===== src/rtl/multicycle_control.sv =====
// Multi-cycle MIPS control FSM: sequences fetch/decode/execute/memory/writeback,
// stalls on memory readiness, traps unknown opcodes and counts retired instructions.
module multicycle_control #(
  parameter int OP_W  = 6,
  parameter int CNT_W = 16
) (
  input  logic             clk_i,
  input  logic             rst_i,
  input  logic [OP_W-1:0]  Op_i,
  input  logic             Zero_i,
  input  logic             mem_ready_i,
  output logic             PCWrite_o,
  output logic             IRWrite_o,
  output logic             IorD_o,
  output logic             Memory_read_o,
  output logic             Memory_write_o,
  output logic             RegDst_o,
  output logic             RegWrite_o,
  output logic             MemtoReg_o,
  output logic             ALUSrcA_o,
  output logic [1:0]       ALUSrcB_o,
  output logic [1:0]       ALUOp_o,
  output logic [1:0]       PCSource_o,
  output logic             illegal_o,
  output logic [3:0]       state_o,
  output logic [CNT_W-1:0] instr_count_o
);

  typedef enum logic [3:0] {
    FETCH  = 4'd0,
    DECODE = 4'd1,
    MEMADR = 4'd2,
    MEMRD  = 4'd3,
    MEMWB  = 4'd4,
    MEMWR  = 4'd5,
    EXEC   = 4'd6,
    RWB    = 4'd7,
    BRANCH = 4'd8,
    IEXEC  = 4'd9,
    IWB    = 4'd10,
    JUMP   = 4'd11
  } state_t;

  typedef struct packed {
    logic       iord;
    logic       mem_read;
    logic       mem_write;
    logic       reg_dst;
    logic       reg_write;
    logic       mem_to_reg;
    logic       alu_src_a;
    logic [1:0] alu_src_b;
    logic [1:0] alu_op;
    logic [1:0] pc_source;
    logic       pc_write;
  } ctrl_t;

  localparam logic [OP_W-1:0] OP_R    = OP_W'(6'b000000);
  localparam logic [OP_W-1:0] OP_LW   = OP_W'(6'b100011);
  localparam logic [OP_W-1:0] OP_SW   = OP_W'(6'b101011);
  localparam logic [OP_W-1:0] OP_ADDI = OP_W'(6'b001000);
  localparam logic [OP_W-1:0] OP_ORI  = OP_W'(6'b001101);
  localparam logic [OP_W-1:0] OP_BEQ  = OP_W'(6'b000100);
  localparam logic [OP_W-1:0] OP_J    = OP_W'(6'b000010);

  state_t            state_q, next_state;
  ctrl_t             ctrl_q;
  logic [CNT_W-1:0]  cnt_q;
  logic              retire;
  logic              illegal;
  logic              active;

  // Unconditional per-state controls; the ready/zero-qualified strobes are added at the ports.
  function automatic ctrl_t decode_ctrl(input state_t s, input logic [OP_W-1:0] op);
    ctrl_t c;
    c = '0;
    case (s)
      FETCH:  begin c.mem_read = 1'b1; c.alu_src_b = 2'b01; c.alu_op = 2'b01; end
      DECODE: begin c.alu_src_b = 2'b11; c.alu_op = 2'b01; end
      MEMADR: begin c.alu_src_a = 1'b1; c.alu_src_b = 2'b10; c.alu_op = 2'b01; end
      MEMRD:  begin c.mem_read = 1'b1; c.iord = 1'b1; end
      MEMWB:  begin c.reg_write = 1'b1; c.mem_to_reg = 1'b1; end
      MEMWR:  begin c.mem_write = 1'b1; c.iord = 1'b1; end
      EXEC:   c.alu_src_a = 1'b1;
      RWB:    begin c.reg_write = 1'b1; c.reg_dst = 1'b1; end
      BRANCH: begin c.alu_src_a = 1'b1; c.alu_op = 2'b11; c.pc_source = 2'b01; end
      IEXEC:  begin
        c.alu_src_a = 1'b1;
        c.alu_src_b = 2'b10;
        c.alu_op    = (op == OP_ORI) ? 2'b10 : 2'b01;
      end
      IWB:    c.reg_write = 1'b1;
      JUMP:   begin c.pc_source = 2'b10; c.pc_write = 1'b1; end
      default: c = '0;
    endcase
    return c;
  endfunction

  always_comb begin
    next_state = state_q;
    retire     = 1'b0;
    illegal    = 1'b0;
    case (state_q)
      FETCH:  if (mem_ready_i) next_state = DECODE;
      DECODE: begin
        case (Op_i)
          OP_R:           next_state = EXEC;
          OP_LW, OP_SW:   next_state = MEMADR;
          OP_ADDI, OP_ORI: next_state = IEXEC;
          OP_BEQ:         next_state = BRANCH;
          OP_J:           next_state = JUMP;
          default: begin
            illegal    = 1'b1;
            next_state = FETCH;
          end
        endcase
      end
      MEMADR: next_state = (Op_i == OP_SW) ? MEMWR : MEMRD;
      MEMRD:  if (mem_ready_i) next_state = MEMWB;
      MEMWR:  if (mem_ready_i) begin next_state = FETCH; retire = 1'b1; end
      EXEC:   next_state = RWB;
      IEXEC:  next_state = IWB;
      MEMWB, RWB, BRANCH, IWB, JUMP: begin
        next_state = FETCH;
        retire     = 1'b1;
      end
      default: next_state = FETCH;
    endcase
  end

  // Controls are registered from the next state so they are glitch-free at the start of each state.
  always_ff @(posedge clk_i or posedge rst_i) begin
    if (rst_i) begin
      state_q <= FETCH;
      ctrl_q  <= decode_ctrl(FETCH, '0);
      cnt_q   <= '0;
    end else begin
      state_q <= next_state;
      ctrl_q  <= decode_ctrl(next_state, Op_i);
      if (retire) cnt_q <= cnt_q + CNT_W'(1);
    end
  end

  // Reset silences every output immediately, as do the unreachable encodings.
  assign active = !rst_i && (state_q <= JUMP);

  assign PCWrite_o      = active && (ctrl_q.pc_write
                                     || (state_q == FETCH && mem_ready_i)
                                     || (state_q == BRANCH && Zero_i));
  assign IRWrite_o      = active && state_q == FETCH && mem_ready_i;
  assign IorD_o         = active && ctrl_q.iord;
  assign Memory_read_o  = active && ctrl_q.mem_read;
  assign Memory_write_o = active && ctrl_q.mem_write;
  assign RegDst_o       = active && ctrl_q.reg_dst;
  assign RegWrite_o     = active && ctrl_q.reg_write;
  assign MemtoReg_o     = active && ctrl_q.mem_to_reg;
  assign ALUSrcA_o      = active && ctrl_q.alu_src_a;
  assign ALUSrcB_o      = {2{active}} & ctrl_q.alu_src_b;
  assign ALUOp_o        = {2{active}} & ctrl_q.alu_op;
  assign PCSource_o     = {2{active}} & ctrl_q.pc_source;
  assign illegal_o      = active && illegal;
  assign state_o        = state_q;
  assign instr_count_o  = cnt_q;

endmodule


===== config.mk =====
export PLATFORM = sky130hd
export DESIGN_NAME = multicycle_control
export DESIGN_NICKNAME = d
export VERILOG_FILES = /design/src/rtl/multicycle_control.sv
export SDC_FILE = /design/constraint.sdc
export NUM_CORES = 1
export LEC_CHECK = 0
export ABC_AREA = 1
export BUFFER_PORTS_ARGS = -buffer_cell sky130_fd_sc_hd__buf_2
export CAP_MARGIN = 15
export CELL_PAD_IN_SITES_DETAIL_PLACEMENT = 0
export CELL_PAD_IN_SITES_GLOBAL_PLACEMENT = 2
export CORE_UTILIZATION = 29
export DETAILED_ROUTE_END_ITERATION = 12
export PLACE_DENSITY_LB_ADDON = 0.1
export SLEW_MARGIN = 15
export SYNTH_ARGS = -nofsm -noshare
export SYNTH_HDL_FRONTEND = slang
export SYNTH_SLANG_ARGS = --single-unit

===== constraint.sdc =====
create_clock -name clk_i -period 2.7 [get_ports clk_i]
set_clock_uncertainty 0.1 [all_clocks]
set_input_delay 0.675 -clock clk_i [delete_from_list [all_inputs] [get_ports clk_i]]
set_output_delay 0.675 -clock clk_i [all_outputs]
set_load 0.1 [all_outputs]

Word level (Yosys, flattened, before mapping)

Index checks and enable logic that the tools add are counted.

Equality and inequality tests: 28
Add/subtract/negate cells: 1
Multiplexer cells: 22
Order comparisons: 1
Bitwise gates (word level): 3
Reduce and logical (&&, ||, !) cells: 30

Operators by type and width:

| cell                                                            | count |
|---|---|
| 4-bit by 3-bit == test with 1-bit output, second input constant | 8 |
| 4-bit == test, second input constant                            | 8 |
| 4-bit case mux with 7 select lines                              | 1 |
| 4-bit case mux with 5 select lines                              | 1 |
| 16-bit by 1-bit adder with 16-bit output, second input constant | 1 |
| 4-bit by 2-bit == test with 1-bit output, second input constant | 4 |
| 1-bit logical AND                                               | 14 |
| 6-bit by 4-bit == test with 1-bit output, second input constant | 2 |
| 6-bit == test, second input constant                            | 2 |
| 4-bit 2-to-1 mux                                                | 3 |
| 2-bit case mux with 3 select lines                              | 2 |
| 1-bit 2-to-1 mux                                                | 11 |
| 2-bit OR reduction                                              | 5 |
| 4-bit by 1-bit == test with 1-bit output, second input constant | 2 |
| 4-bit logical NOT                                               | 2 |
| 7-bit OR reduction                                              | 1 |
| 2-bit bitwise AND                                               | 3 |
| 6-bit by 2-bit == test with 1-bit output, second input constant | 1 |
| 6-bit by 3-bit == test with 1-bit output, second input constant | 1 |
| 6-bit logical NOT                                               | 1 |
| 3-bit OR reduction                                              | 2 |
| 5-bit OR reduction                                              | 1 |
| 4-bit <= comparator, second input constant                      | 1 |
| 2-bit case mux with 2 select lines                              | 1 |
| 6 further kinds                                                 | 7 |

Input bits: 10
Flip-flop bits (word level): 34
Output and inout port bits: 36

Depth between registers and ports, before layout

Depth after elaboration: 7
Gate-level depth with buffers: 12
Gate-level depth less buffers: 12

Worst setup path before layout

OpenSTA, ideal clock, no wires.

Kind: input-to-output
From: input port rst_i
To: output port illegal_o
Buffers on the path: 0
Cell stages on the path: 3
Path slack: -1.708 ns
Arrival: 3.633 ns
Cells stage by stage: inv_1 -> nand4_1 -> nor3_1

Cells in the longest elaborated chain, start to end: 3

RTL lines:

| what              | line | source |
|---|---|---|
| start, declared   | 8    | `input logic rst_i,` |
| 1-bit logical NOT | 145  | `assign active = !rst_i && (state_q <= JUMP);` |
| 1-bit logical AND | 145  |  |
| 1-bit logical AND | 161  | `assign illegal_o = active && illegal;` |
| end, declared     | 24   | `output logic illegal_o,` |

Every way passes these cells.

Worst setup path after layout

From: register state_q[2], in the netlist state_o[2]
To: output port illegal_o

Cells in the longest elaborated chain, start to end: 3
Elaborated cells between the ends (all ways): 5
Those cells by class: order compare (1); eq/ne (1); mux (1); reduce/logical (2)

RTL lines:

| what                                                                                   | line     | source |
|---|---|---|
| start, declared                                                                        | 66       | `state_t state_q, next_state;` |
| start signal, assigned                                                                 | 138      | `state_q <= next_state;` |
| 4-bit <= comparator / 4-bit by 1-bit == test with 1-bit output (equally long branches) | 145, 103 |  |
| 1-bit logical AND / 1-bit 2-to-1 mux (equally long branches)                           | 145, 103 |  |
| 1-bit logical AND *                                                                    | 161      |  |

Mark *: on every way between the ends. The rest lies on a longest branch, timed or not.

==> impl_metrics.json <==
{
  "cts_tree": "done",
  "cts.clk_slew.worst_paths_ns": 0.07,
  "final-hold-violation-count": 0,
  "postRouteAntennaNets": 0,
  "ir_worst_vdd_uv": 714.9,
  "seq_area_frac_synth": 0.4575,
  "drc": 0,
  "clockBufferDepth": 2,
  "setup_viol": 0,
  "grt_pass1_vias": 1571,
  "synth-seq-cells": 34,
  "slew_headroom": 0.6759,
  "die_x_um": 82.26,
  "run_status": "complete, no violations",
  "gp_congestion": 0.7282,
  "num_vias": 1663,
  "worst_pin_slew_ns": 0.4895,
  "row_count": 28,
  "hold_ws_ns": 0.3682,
  "hold_buffers": 0,
  "coreArea_um2": 6061,
  "drive_gt1_frac": 0.3137,
  "cp-start-kind": "flip-flop",
  "h-tree-depth": 2,
  "fmax_mhz": 399.4,
  "numCtsBuffers": 5,
  "synth_cell_types": 22,
  "grt_overflow": 0,
  "syn_area_per_cell_um2": 7.413,
  "ios": 46,
  "n_antenna_cell": 0,
  "viasPerCell": 4.365,
  "worstSetupEndpointType": "output port",
  "routed_wl_um": 4096,
  "synthXorXnorAreaFrac": 0.06095,
  "routedWlPerCell_um": 10.75,
  "first_pass_iters": 4,
  "synth-warning-count": 0,
  "synth_top_family_by_area": "simple AND/OR/NAND/NOR gates",
  "synth_compound_area_frac": 0.03483,
  "grt_max_degree": 35,
  "netlist_instances": 252,
  "synthAdderAreaFrac": 0.006698,
  "required_ns": 1.92,
  "numPortBuffers": 45,
  "path_max_fanout": 5,
  "period_share": 0.9273,
  "cts-resized-gates": 0,
  "hold_path.class": "reg -> reg",
  "syn2layout_area_growth_pct": 42.06,
  "timing.final.max_slew_violations": 0,
  "grt_pass1_wl_um": 7272,
  "grt_use_met3": 0.02747,
  "p_per_area_nw_per_um2": 952.0,
  "use_met1": 0.1890,
  "synthMuxAreaShare": 0,
  "synth_fp_nets": 263,
  "leakage_nw": 1.283,
  "grt_use_met2": 0.2339,
  "grt.busiest_layer": "met2",
  "grt_use_total": 0.1438,
  "post-cts-setup-buffers": 0,
  "netlist_area_um2": 1868,
  "clockRootBuffer": "clkbuf_8",
  "start_util": 0.3082,
  "dieArea_um2": 6767,
  "clock_sinks": 34,
  "tns_ns": 0,
  "arrival_ns": 1.73,
  "min_period_ns": 2.504,
  "crit_type": "reg -> out",
  "antenna_found_initial": 0,
  "nNetsFinal": 316,
  "clock_latency_ns": 0.28,
  "hpwl_um": 3341,
  "final_core_util": 0.4379,
  "synth-simple-area-share": 0.3429,
  "die_h_um": 82.26,
  "drtIter0Drc": 78,
  "rsz0062_at_grt": "no",
  "drv_cap": 0
}
per-layer routing:
layer  part of all wire  up-vias
met5                  0        -
met2               0.47       37
met1               0.49      745
met4              0.012        0
met3              0.036        6
li1                   -      875
report_power, final:
group          switching, mW  internal [mW]
logic                   1.07          0.348
clock network          0.180          0.205
registers             0.0901          0.632
sequential cells by signal, indices dropped and copies added (netlist names):
| signal | cells |
|---|---|
| ctrl_q | 14 |
| state_o | 4 |
| instr_count_o | 16 |
cell usage in the layout (no fill, tap or decap):
cell type,synthesis,layout
nor3_1,7,6
nor2_1,41,27
nor2_4,1,11
xnor2_1,7,7
dfrtp_2,0,4
clkbuf_8,0,6
buf_2,1,29
dfrtp_1,31,27
o21ai_1,4,4
nand3_1,15,15
nand3b_4,1,1
a21oi_1,5,5
xor2_1,6,6
o21ai_0,4,4
nand2_2,3,3
clkinvlp_4,0,2
clkinv_2,0,1
nand3b_1,2,2
inv_2,4,4
ha_1,1,1
buf_4,0,2
nor2_2,8,12
nand2_1,58,58
nand4_1,7,7
dfstp_2,3,3
buf_12,0,17
nor3_4,0,1
inv_1,42,41
worst max-delay path: stages, from the launching register on:
cell     delay, ns
dfrtp_2       0.45
nor2_1        0.16
inv_2         0.07
nor2_2        0.16
nand4_1       0.17
nor3_4        0.24
buf_12        0.20
through the flow:
step / power, mW / worst slack [ns] / cell area (um2) / std cells
2_1_floorplan: 1.806 / -0.1885 / 1974 / 252
3_3_place_gp: 2.170 / 0.2381 / 2559 / 373
3_5_place_dp: 2.167 / 0.2435 / 2559 / 373
4_1_cts: 2.561 / 0.1756 / 2654 / 381
5_1_grt: 2.685 / 0.07101 / 2654 / 381
6_report: 2.526 / 0.1964 / 2654 / 381
cells by family (layout without fill, tap and decap cells):
| group | count (synthesis) | in the layout |
|---|---|---|
| XOR/XNOR | 13 | 13 |
| buffers and inverters | 48 | 102 |
| AO/OA/AOI/OAI | 13 | 13 |
| adder cells (fa/ha/maj) | 1 | 1 |
| AND/OR/NAND/NOR | 143 | 143 |
| flip-flops | 34 | 34 |
cells in the mapped netlist:
cell type	count	area (um2)
a21oi_1	5	25.02
buf_2	1	5.000
clkbuf_1	1	3.750
dfrtp_1	31	775.7
dfstp_2	3	78.83
ha_1	1	12.51
inv_1	42	157.7
inv_2	4	15.01
nand2_1	58	217.7
nand2_2	3	18.77
nand3_1	15	75.07
nand3b_1	2	15.01
nand3b_4	1	20.02
nand4_1	7	43.79
nor2_1	41	153.9
nor2_2	8	50.05
nor2_4	1	11.26
nor3_1	7	35.03
o21ai_0	4	20.02
o21ai_1	4	20.02
xnor2_1	7	61.31
xor2_1	6	52.55
cell type report:
class,instances,area [um2]
Fill cell,646,3407
Sequential cell,34,859.6
Clock buffer,6,82.58
Clock inverter,2,12.51
Timing Repair Buffer,48,500.5
Inverter,46,176.4
Multi-Input combinational cell,170,928.4
Tap cell,75,93.84
final timing paths:
check	endpoint	from	slack (ns)	depth (start not counted)
worst max-delay path	illegal_o	state_o[2]$_DFF_PP0_	0.20	6
worst min-delay path	instr_count_o[15]$_DFFE_PP0P_	instr_count_o[15]$_DFFE_PP0P_	0.37	1
worst max register to register	instr_count_o[8]$_DFFE_PP0P_	state_o[1]$_DFF_PP0_	0.87	9
worst min register to register	instr_count_o[15]$_DFFE_PP0P_	instr_count_o[15]$_DFFE_PP0P_	0.37	1
max in group asynchronous	ctrl_q[12]$_DFF_PP1_	rst_i	1.72	3
min in group asynchronous	ctrl_q[10]$_DFF_PP0_	rst_i	0.45	3
No activity file was read; power rests on OpenSTA's default activity.
